<file path="config.mk">
export PLATFORM = sky130hd
export DESIGN_NAME = control_seq
export DESIGN_NICKNAME = d
export VERILOG_FILES = /design/src/rtl/control_seq_pkg.sv /design/src/rtl/control_seq_irq_prio_enc.sv /design/src/rtl/control_seq.sv
export SDC_FILE = /design/constraint.sdc
export NUM_CORES = 1
export LEC_CHECK = 0
export BUFFER_PORTS_ARGS = -buffer_cell sky130_fd_sc_hd__clkbuf_2
export CORE_MARGIN = 5
export CORE_UTILIZATION = 54
export CTS_BUF_LIST = sky130_fd_sc_hd__clkbuf_8
export DETAILED_ROUTE_END_ITERATION = 8
export MAX_ROUTING_LAYER = met4
export PLACE_DENSITY = 0.87
export SYNTH_ARGS = -nofsm -noshare
export SYNTH_HDL_FRONTEND = slang
export SYNTH_SLANG_ARGS = --single-unit
</file>
<file path="constraint.sdc">
create_clock -name i_clk -period 4.05 [get_ports i_clk]
set_input_delay 0.81 -clock i_clk [delete_from_list [all_inputs] [get_ports i_clk]]
set_output_delay 0.81 -clock i_clk [all_outputs]
set_load 0.01 [all_outputs]
</file>
<file path="src/rtl/control_seq_pkg.sv">
// control_seq_pkg
//   Shared constants for the multicycle control sequencer and the datapath
//   blocks that decode its outputs.
//   - CTRL_W / BIT_*  : width and bit positions of the one-hot control vector
//   - pc_op_e         : PC operation select driven to pc_unit
//   - ctrl_bit()      : helper returning a one-hot control word for a bit index
package control_seq_pkg;

    localparam int CTRL_W       = 8;
    localparam int BIT_FETCH    = 0;
    localparam int BIT_DECODE   = 1;
    localparam int BIT_REG_READ = 2;
    localparam int BIT_ALU      = 3;
    localparam int BIT_MEM      = 4;
    localparam int BIT_REG_WR   = 5;
    localparam int BIT_PC_DELAY = 6;
    localparam int BIT_IRQ_SAVE = 7;

    typedef enum logic [2:0] {
        PC_NOP   = 3'd0,
        PC_INC   = 3'd1,
        PC_SET   = 3'd2,
        PC_RESET = 3'd3,
        PC_VEC   = 3'd4
    } pc_op_e;

    function automatic logic [CTRL_W-1:0] ctrl_bit(input int idx);
        logic [CTRL_W-1:0] v;
        v      = '0;
        v[idx] = 1'b1;
        return v;
    endfunction

endpackage

</file>
<file path="src/rtl/control_seq_irq_prio_enc.sv">
// irq_prio_enc
//   Lowest-index-wins priority encoder for the interrupt request lines.
//   Ports:
//     i_req    [N-1:0]    request vector
//     o_valid             any request set
//     o_id     [ID_W-1:0] index of the lowest set request (0 when none)
//     o_onehot [N-1:0]    one-hot of the winning request (0 when none)
module irq_prio_enc #(
    parameter int N    = 4,
    parameter int ID_W = 4
) (
    input  logic [N-1:0]    i_req,
    output logic            o_valid,
    output logic [ID_W-1:0] o_id,
    output logic [N-1:0]    o_onehot
);

    always_comb begin
        o_valid  = |i_req;
        o_id     = '0;
        o_onehot = '0;
        // Scan from the top down so the last hit, the lowest index, wins.
        for (int i = N - 1; i >= 0; i--) begin
            if (i_req[i]) begin
                o_id        = ID_W'(i);
                o_onehot    = '0;
                o_onehot[i] = 1'b1;
            end
        end
    end

endmodule

</file>
<file path="src/rtl/control_seq.sv">
// control_seq
//   Multicycle control sequencer: fetch, decode, register read, ALU, memory
//   and register write, with fetch wait states, memory bus timeout trap,
//   prioritised interrupts with acknowledge, and a halt state.
//   Ports:
//     i_clk, i_rst_n       clock, synchronous active-low reset
//     i_en                 advance enable; low freezes state, counter, irq id
//     i_ifetch_wait        instruction memory not ready
//     i_en_mem             current instruction accesses memory
//     i_mem_wait           data memory not ready
//     i_should_branch      branch taken
//     i_imm                instruction carries an immediate word
//     i_irq [IRQ_LINES]    level-sensitive interrupt requests
//     i_irq_en             global interrupt enable
//     i_halt_req           halt request
//     o_control [CTRL_W]   one-hot control strobes
//     o_pc_op [3]          PC operation select
//     o_irq_ack [IRQ_LINES] one-cycle one-hot acknowledge
//     o_irq_id [IRQ_ID_W]  latched vector id; IRQ_LINES means bus trap
//     o_bus_err            one-cycle pulse when the memory timeout fires
//     o_halted             high while halted
//     o_state [4]          current state, for debug/observation:
//                          0 RST 1 FETCH 2 DECODE 3 REG_READ 4 ALU 5 MEM
//                          6 MEM_DELAY 7 REG_WR 8 PC_DELAY 9 TRAP
//                          10 IRQ_SAVE 11 IRQ_VEC 12 HALT
//   IRQ_ID_W must satisfy 2**IRQ_ID_W > IRQ_LINES so the trap id fits.
module control_seq
    import control_seq_pkg::*;
#(
    parameter int IRQ_LINES   = 4,
    parameter int MEM_TIMEOUT = 16,
    parameter int IRQ_ID_W    = 4
) (
    input  logic                 i_clk,
    input  logic                 i_rst_n,
    input  logic                 i_en,
    input  logic                 i_ifetch_wait,
    input  logic                 i_en_mem,
    input  logic                 i_mem_wait,
    input  logic                 i_should_branch,
    input  logic                 i_imm,
    input  logic [IRQ_LINES-1:0] i_irq,
    input  logic                 i_irq_en,
    input  logic                 i_halt_req,
    output logic [CTRL_W-1:0]    o_control,
    output logic [2:0]           o_pc_op,
    output logic [IRQ_LINES-1:0] o_irq_ack,
    output logic [IRQ_ID_W-1:0]  o_irq_id,
    output logic                 o_bus_err,
    output logic                 o_halted,
    output logic [3:0]           o_state
);

    typedef enum logic [3:0] {
        S_RST       = 4'd0,
        S_FETCH     = 4'd1,
        S_DECODE    = 4'd2,
        S_REG_READ  = 4'd3,
        S_ALU       = 4'd4,
        S_MEM       = 4'd5,
        S_MEM_DELAY = 4'd6,
        S_REG_WR    = 4'd7,
        S_PC_DELAY  = 4'd8,
        S_TRAP      = 4'd9,
        S_IRQ_SAVE  = 4'd10,
        S_IRQ_VEC   = 4'd11,
        S_HALT      = 4'd12
    } state_e;

    localparam int CNT_W   = (MEM_TIMEOUT > 1) ? $clog2(MEM_TIMEOUT) : 1;
    localparam int TO_LAST = (MEM_TIMEOUT > 0) ? MEM_TIMEOUT - 1 : 0;

    state_e              r_state;
    logic [CNT_W-1:0]    r_cnt;
    logic [IRQ_ID_W-1:0] r_irq_id;
    logic                r_trap;    // IRQ_SAVE was entered from TRAP

    logic                 w_irq_pend;
    logic                 w_irq_valid;
    logic [IRQ_ID_W-1:0]  w_irq_id;
    logic [IRQ_LINES-1:0] w_irq_onehot;
    logic                 w_timeout;

    irq_prio_enc #(
        .N    (IRQ_LINES),
        .ID_W (IRQ_ID_W)
    ) u_prio (
        .i_req    (i_irq),
        .o_valid  (w_irq_valid),
        .o_id     (w_irq_id),
        .o_onehot (w_irq_onehot)
    );

    assign w_irq_pend = i_irq_en & (|i_irq);
    // Counter sits at MEM_TIMEOUT-1 on the last permitted wait cycle.
    assign w_timeout  = (MEM_TIMEOUT > 0) && (r_cnt == CNT_W'(TO_LAST));

    always_ff @(posedge i_clk) begin
        if (!i_rst_n) begin
            r_state  <= S_RST;
            r_cnt    <= '0;
            r_irq_id <= '0;
            r_trap   <= 1'b0;
        end else if (i_en) begin
            case (r_state)
                S_RST:    r_state <= S_FETCH;
                S_FETCH:  if (!i_ifetch_wait) r_state <= S_DECODE;
                S_DECODE: r_state <= S_REG_READ;
                S_REG_READ: r_state <= S_ALU;
                S_ALU: begin
                    r_cnt <= '0;
                    r_state <= i_en_mem ? S_MEM : S_REG_WR;
                end
                S_MEM: begin
                    // A released mem_wait beats the timeout on the same cycle.
                    if (!i_mem_wait) begin
                        r_cnt   <= '0;
                        r_state <= S_MEM_DELAY;
                    end else if (w_timeout) begin
                        r_state <= S_TRAP;
                    end else begin
                        r_cnt <= r_cnt + CNT_W'(1);
                    end
                end
                S_MEM_DELAY: r_state <= S_REG_WR;
                S_REG_WR: begin
                    if (i_should_branch)  r_state <= S_PC_DELAY;
                    else if (w_irq_pend)  r_state <= S_IRQ_SAVE;
                    else if (i_halt_req)  r_state <= S_HALT;
                    else                  r_state <= S_DECODE;
                end
                S_PC_DELAY: r_state <= w_irq_pend ? S_IRQ_SAVE : S_FETCH;
                S_TRAP: begin
                    r_irq_id <= IRQ_ID_W'(IRQ_LINES);
                    r_trap   <= 1'b1;
                    r_state  <= S_IRQ_SAVE;
                end
                S_IRQ_SAVE: begin
                    // A request that vanished keeps the previous id.
                    if (!r_trap && w_irq_valid) r_irq_id <= w_irq_id;
                    r_trap  <= 1'b0;
                    r_state <= S_IRQ_VEC;
                end
                S_IRQ_VEC: r_state <= S_FETCH;
                S_HALT: begin
                    if (w_irq_pend)       r_state <= S_IRQ_SAVE;
                    else if (!i_halt_req) r_state <= S_FETCH;
                end
                default: r_state <= S_FETCH;
            endcase
        end
    end

    always_comb begin
        o_control = '0;
        o_pc_op   = PC_NOP;
        o_irq_ack = '0;
        o_bus_err = 1'b0;
        o_halted  = 1'b0;
        case (r_state)
            S_RST: o_pc_op = PC_RESET;
            S_FETCH: begin
                o_control = ctrl_bit(BIT_FETCH);
                o_pc_op   = i_ifetch_wait ? PC_NOP : PC_INC;
            end
            S_DECODE: o_control = ctrl_bit(BIT_DECODE);
            S_REG_READ: begin
                o_control = ctrl_bit(BIT_REG_READ);
                o_pc_op   = i_imm ? PC_INC : PC_NOP;
            end
            S_ALU: o_control = ctrl_bit(BIT_ALU);
            S_MEM: o_control = ctrl_bit(BIT_MEM);
            S_REG_WR: begin
                o_control = ctrl_bit(BIT_REG_WR);
                if (i_should_branch) begin
                    o_pc_op = PC_SET;
                end else if (!w_irq_pend && !i_halt_req) begin
                    // Overlapped fetch of the next instruction.
                    o_control = ctrl_bit(BIT_REG_WR) | ctrl_bit(BIT_FETCH);
                    o_pc_op   = PC_INC;
                end
            end
            S_PC_DELAY: o_control = ctrl_bit(BIT_PC_DELAY);
            S_TRAP: o_bus_err = i_en;
            S_IRQ_SAVE: begin
                o_control = ctrl_bit(BIT_IRQ_SAVE);
                if (!r_trap && i_en) o_irq_ack = w_irq_onehot;
            end
            S_IRQ_VEC: o_pc_op = PC_VEC;
            S_HALT: o_halted = 1'b1;
            default: ;
        endcase
    end

    assign o_irq_id = r_irq_id;
    assign o_state  = r_state;

endmodule

</file>
Yosys cells after proc, flatten, opt, wreduce, memory -nomap -nowiden. Cells that the tools add are included.

Register bits after elaboration: 13. Bits in latches: 0. Bits in writable memories: 0. ROM bits: 0. Bits of input ports: 14. Output and inout port bits: 25. Word-level logic and storage cells: 75. Memories: 0.

$add $sub $neg: 1. $mul: 0. Divide/modulo/power cells: 0. Magnitude comparators: 0. Eq/ne operators: 18. Shift operators: 0. Mux-type cells: 37. Bitwise logic cells: 1. Reduce and logical (&&, ||, !) cells: 14.

Operators by type and width (number): $mux W4 (18); $pmux W8 S8 (1); $pmux W4 S11 (1); $eq A4 B4 Y1 const B (6); $eq A4 B3 Y1 const B (4); $pmux W4 S2 (2); $pmux W3 S5 (1); $mux W2 (6); $ne A3 B3 Y1 const B (3); $eq A4 B2 Y1 const B (2); $mux W1 (7); $reduce_and A3 Y1 (2); $add A4 B1 Y4 const B (1); $eq A4 B1 Y1 const B (1); $logic_not A4 Y1 (1); $ne A2 B2 Y1 const B (2); $reduce_and A4 Y1 (1); $reduce_bool A2 Y1 (2); $reduce_or A4 Y1 (1); $logic_and A1 B1 Y1 (3); $logic_not A1 Y1 (3); $pmux W1 S2 (1); $reduce_and A2 Y1 (1); $and A1 B1 Y1 (1).

Depth between registers and ports, before layout.
Depth in word-level cells: 7. Mapped depth: 7. Depth with buffers taken out: 6.

Cells and area by module. From an unflattened synthesis, not the netlist that was laid out.

Cell total of the unflattened synthesis: 154. Area total of the unflattened synthesis: 1178.6 µm².

Modules (own cells, without submodules): control_seq (times used 1, cells each 140, area each 1098.6 µm²); irq_prio_enc (times used 1, cells each 14, area each 80.1 µm²).

Worst setup path before layout. OpenSTA, ideal clock, no wires.

Path kind: input to output. Start point: input i_irq[0]. End point: output o_control[0]. Arrival: 1.631 ns. Required time: 3.240 ns. Slack: 1.609 ns. Stages on the path: 2. Buffers on the path: 0. Path through: o41a_1 -> o31ai_1.

Cells in the longest elaborated chain, start to end: 7.

RTL lines: start: declaration (line control_seq.sv:42) `input logic [IRQ_LINES-1:0] i_irq,`; $reduce_or A4 Y1 (line control_seq.sv:94) `assign w_irq_pend = i_irq_en & (|i_irq);`; $and A1 B1 Y1 (line control_seq.sv:94); $logic_not A1 Y1 (line control_seq.sv:177) `end else if (!w_irq_pend && !i_halt_req) begin`; $logic_and A1 B1 Y1 (line control_seq.sv:177); $mux W1 (line control_seq.sv:177); $mux W1 (line control_seq.sv:175) `if (i_should_branch) begin`; $pmux W8 S8 (line control_seq.sv:160) `case (r_state)`; end: declaration (line control_seq.sv:45) `output logic [CTRL_W-1:0] o_control,`.

No other way between the ends.

Worst setup path in the final report.
Start point: register r_state[2] (netlist: o_state[2]). End point: output o_control[0].

Cells in the longest elaborated chain, start to end: 2. Elaborated cells between the ends (all ways): 9.

RTL lines: start: declaration (line control_seq.sv:73) `state_e r_state;`; start signal: assignment (line control_seq.sv:112) `r_state <= i_en_mem ? S_MEM : S_REG_WR;`; start signal: assignment (line control_seq.sv:132) `S_PC_DELAY: r_state <= w_irq_pend ? S_IRQ_SAVE : S_FETCH;`; $eq A4 B4 Y1, or another cell as far along (line control_seq.sv:160); $pmux W8 S8 * (line control_seq.sv:160).

Mark *: on every way between the ends. The rest lies on a longest branch, timed or not.

==> flow_summary.ini <==
[status]
status = completed

[layout]
fillers = 159
syn2layout_area_growth_pct = 20.5
final_cells = 188
multi_input_area_um2 = 699
n_antenna_cell = 0
post_route_cells_drive_above_1_share_pct = 29.4
nets = 180
sequential_cell_area_um2 = 240

[clock_network]
cts.clk_slew.worst_paths_ns = 0.05
cts-buffers-inserted = 3
postCtsHoldBufs = 0
numClockSinks = 12
post-cts-setup-buffers = 0
cts_root_buffer = sky130_fd_sc_hd__clkbuf_8
ctsLongestPathBuffers = 2
cts_tree = yes
clkLatencyLatePin_ns = 0.23
clock_tree.htree_level_count = 1
ctsResizeCount = 0

[synthesis]
asyncSetResetFlopFracSynth_pct = 0
synth_largest_area_cell = sky130_fd_sc_hd__dfxtp_1
synth_largest_type_area_fraction_pct = 23.7
mappedNetlistNets = 146
synth_enable_flop_cells = 0
yosysSeqAreaShare_pct = 23.7
netlist_top_cells_area = sky130_fd_sc_hd__dfxtp_1 (24%), sky130_fd_sc_hd__nor2b_1 (4.9%), sky130_fd_sc_hd__nor2_1 (4.4%)
most_used_flip_flop_cell_after_synthesis = sky130_fd_sc_hd__dfxtp_1
post_synth.cell_area_avg_um2 = 7.73
synth.ff_latch_count = 12
syn_inst = 131
ys.warnings.count = 0
synth.cell_area_um2 = 1010
post_synth_most_frequent_cells = sky130_fd_sc_hd__dfxtp_1 (12), sky130_fd_sc_hd__nor2_1 (12), sky130_fd_sc_hd__a21oi_1 (8), sky130_fd_sc_hd__nand3_1 (8), sky130_fd_sc_hd__nor2b_1 (8)
synthDistinctLibCells = 48

[die]
effective_utilization_at_floorplan_pct = 58.0
placement_rows = 15
dieArea_um2 = 2840
pin_count = 39
core-area_um2 = 1750
floorplan.die.width_um = 53.3
vert_die_dim_um = 53.3

[worst_setup_path]
worstSetupPathType = reg -> out
crit_path_end_kind = output pin
timing.critical_path.from_type = flip-flop
cp_cell_sequence = or2b_2 -> or3_1 -> o31ai_1 -> clkbuf_2
cpLargestDelayFamily = simple AND/OR/NAND/NOR gates
crit_path_max_fanout = 19
cp.required_ns = 3.24
worst_path_buffer_plus_inverter_count = 1
cpPeakStageDelay_ns = 0.67
cp.arrival_ns = 2.09
timing.critical_path.slowest_stage_cell = sky130_fd_sc_hd__dfxtp_1

[drt]
dr_total_vias = 1086
first_iter_violations = 26
vias_per_cell = 5.78
drt-pass1-iter-count = 4
drc = 0
routed_wl_um = 2570
routedWlPerCell_um = 13.7
final_antenna_net_count = 0

[power_and_ir_drop]
total_power_per_unit_cell_area_nw_per_um2 = 229
vdd.ir_drop.worst_mv = 0.283
totalPowerFinal_w = 0.000280
leakagePower_nw = 0.562

[placed_design]
placement.setup.worst_slack_ns = 1.41
place_inst = 185
gp_congestion = 0.878
place.detailed.hpwl_um = 2000
port_buffers = 37

[timing]
worst_clock_skew_ns = 0.000252
finalCriticalPeriod_ns = 2.90
timing.final.hold_violations = 0
timing.slew.headroom_pct = 52.7
max_slew.worst_pin.slew_ns = 0.709
slew_violations = 0
maxClockFrequency_mhz = 345
setup-tns-final_ns = 0
number_of_setup_violations_in_the_final_report = 0
rsz0062_at_grt = no
timing.final.crit_share_pct = 71.5
final_critical_path_setup_slack_ns = 1.15

[global_route]
grt_first_pass_wirelength_um = 4110
overall_routing_resource_usage_pct = 20.0
overflow = 0
grt_start_max_net_pins = 23
grt_antenna_before_repair = 0
grt_pass1_vias = 980

[hold_path]
holdCritPathClass = reg -> reg

[flow_run]
cap_violations = 0
## layout by cell type (no fill, tap or decap), types with 3 or more instances in the layout
master	instances
sky130_fd_sc_hd__a21oi_1	8
sky130_fd_sc_hd__and3_1	5
sky130_fd_sc_hd__clkbuf_2	37
sky130_fd_sc_hd__clkbuf_8	3
sky130_fd_sc_hd__dfxtp_1	12
sky130_fd_sc_hd__inv_1	6
sky130_fd_sc_hd__mux2i_1	4
sky130_fd_sc_hd__nand2_1	6
sky130_fd_sc_hd__nand3_1	8
sky130_fd_sc_hd__nor2_1	12
sky130_fd_sc_hd__nor2b_1	8
sky130_fd_sc_hd__nor3_1	7
sky130_fd_sc_hd__o21ai_0	6
sky130_fd_sc_hd__o31ai_1	3
sky130_fd_sc_hd__or3_1	3
## power by group
group,internal (W),switching [W],leakage (nW)
clock network,0.0000649,0.0000366,0.0216
logic,0.0000229,0.0000285,0.444
registers,0.000120,0.00000703,0.0969
## sequential cells by signal (all words and copies together) (netlist names)
register and flops:
o_irq_id 3, r_cnt 4, r_trap 1, o_state 4
## final cells by class
cell class                      count  share of cell area [%]
Sequential cell                    12                    19.7
Multi-Input combinational cell    105                    57.3
Inverter                            6                    1.85
Clock buffer                        3                    3.38
Timing Repair Buffer               37                    15.2
Tap cell                           25                    2.56
## routing by layer
layer	track usage [%]	routed length, um	vias to the layer above
met4	2.98	10	0
met5	-	0	-
met1	19.9	1070	500
li1	-	-	552
met3	5.92	175	2
met2	38.4	1320	32
## metrics by stage
| step | area [um^2] | utilization (%) | hold WS (ns) |
|---|---|---|---|
| floorplan | 1010 | - | 0.479 |
| global placement | 1180 | 67.5 | 0.495 |
| detailed placement | 1180 | 67.5 | 0.505 |
| CTS | 1220 | 69.9 | 0.517 |
| global route | 1220 | 69.9 | 0.533 |
| finish | 1220 | 69.9 | 0.510 |
## final timing paths
kind | start | to | slack (ns) | cells past startpoint
min | o_irq_id[0] | o_irq_id[0] | 0.51 | 2
max reg2reg | o_state[2] | o_state[2] | 2.06 | 5
max | o_state[2] | o_control[0] | 1.15 | 4
min reg2reg | o_irq_id[0] | o_irq_id[0] | 0.51 | 2
## worst min-delay path: stages, from the launching register on
cell	delay, ns
sky130_fd_sc_hd__dfxtp_1	0.32
sky130_fd_sc_hd__mux2i_1	0.06
sky130_fd_sc_hd__nor2b_1	0.09
## logic make-up after synthesis
family | after synthesis | share of synthesized area, %
simple gates | 64 | 37.0
compound gates | 34 | 25.6
buf+inv | 14 | 7.17
flops | 12 | 23.7
mux | 4 | 3.96
fa+ha+maj | 2 | 2.22
other cells | 1 | 0.370
Power figures use the tool's default switching activity.
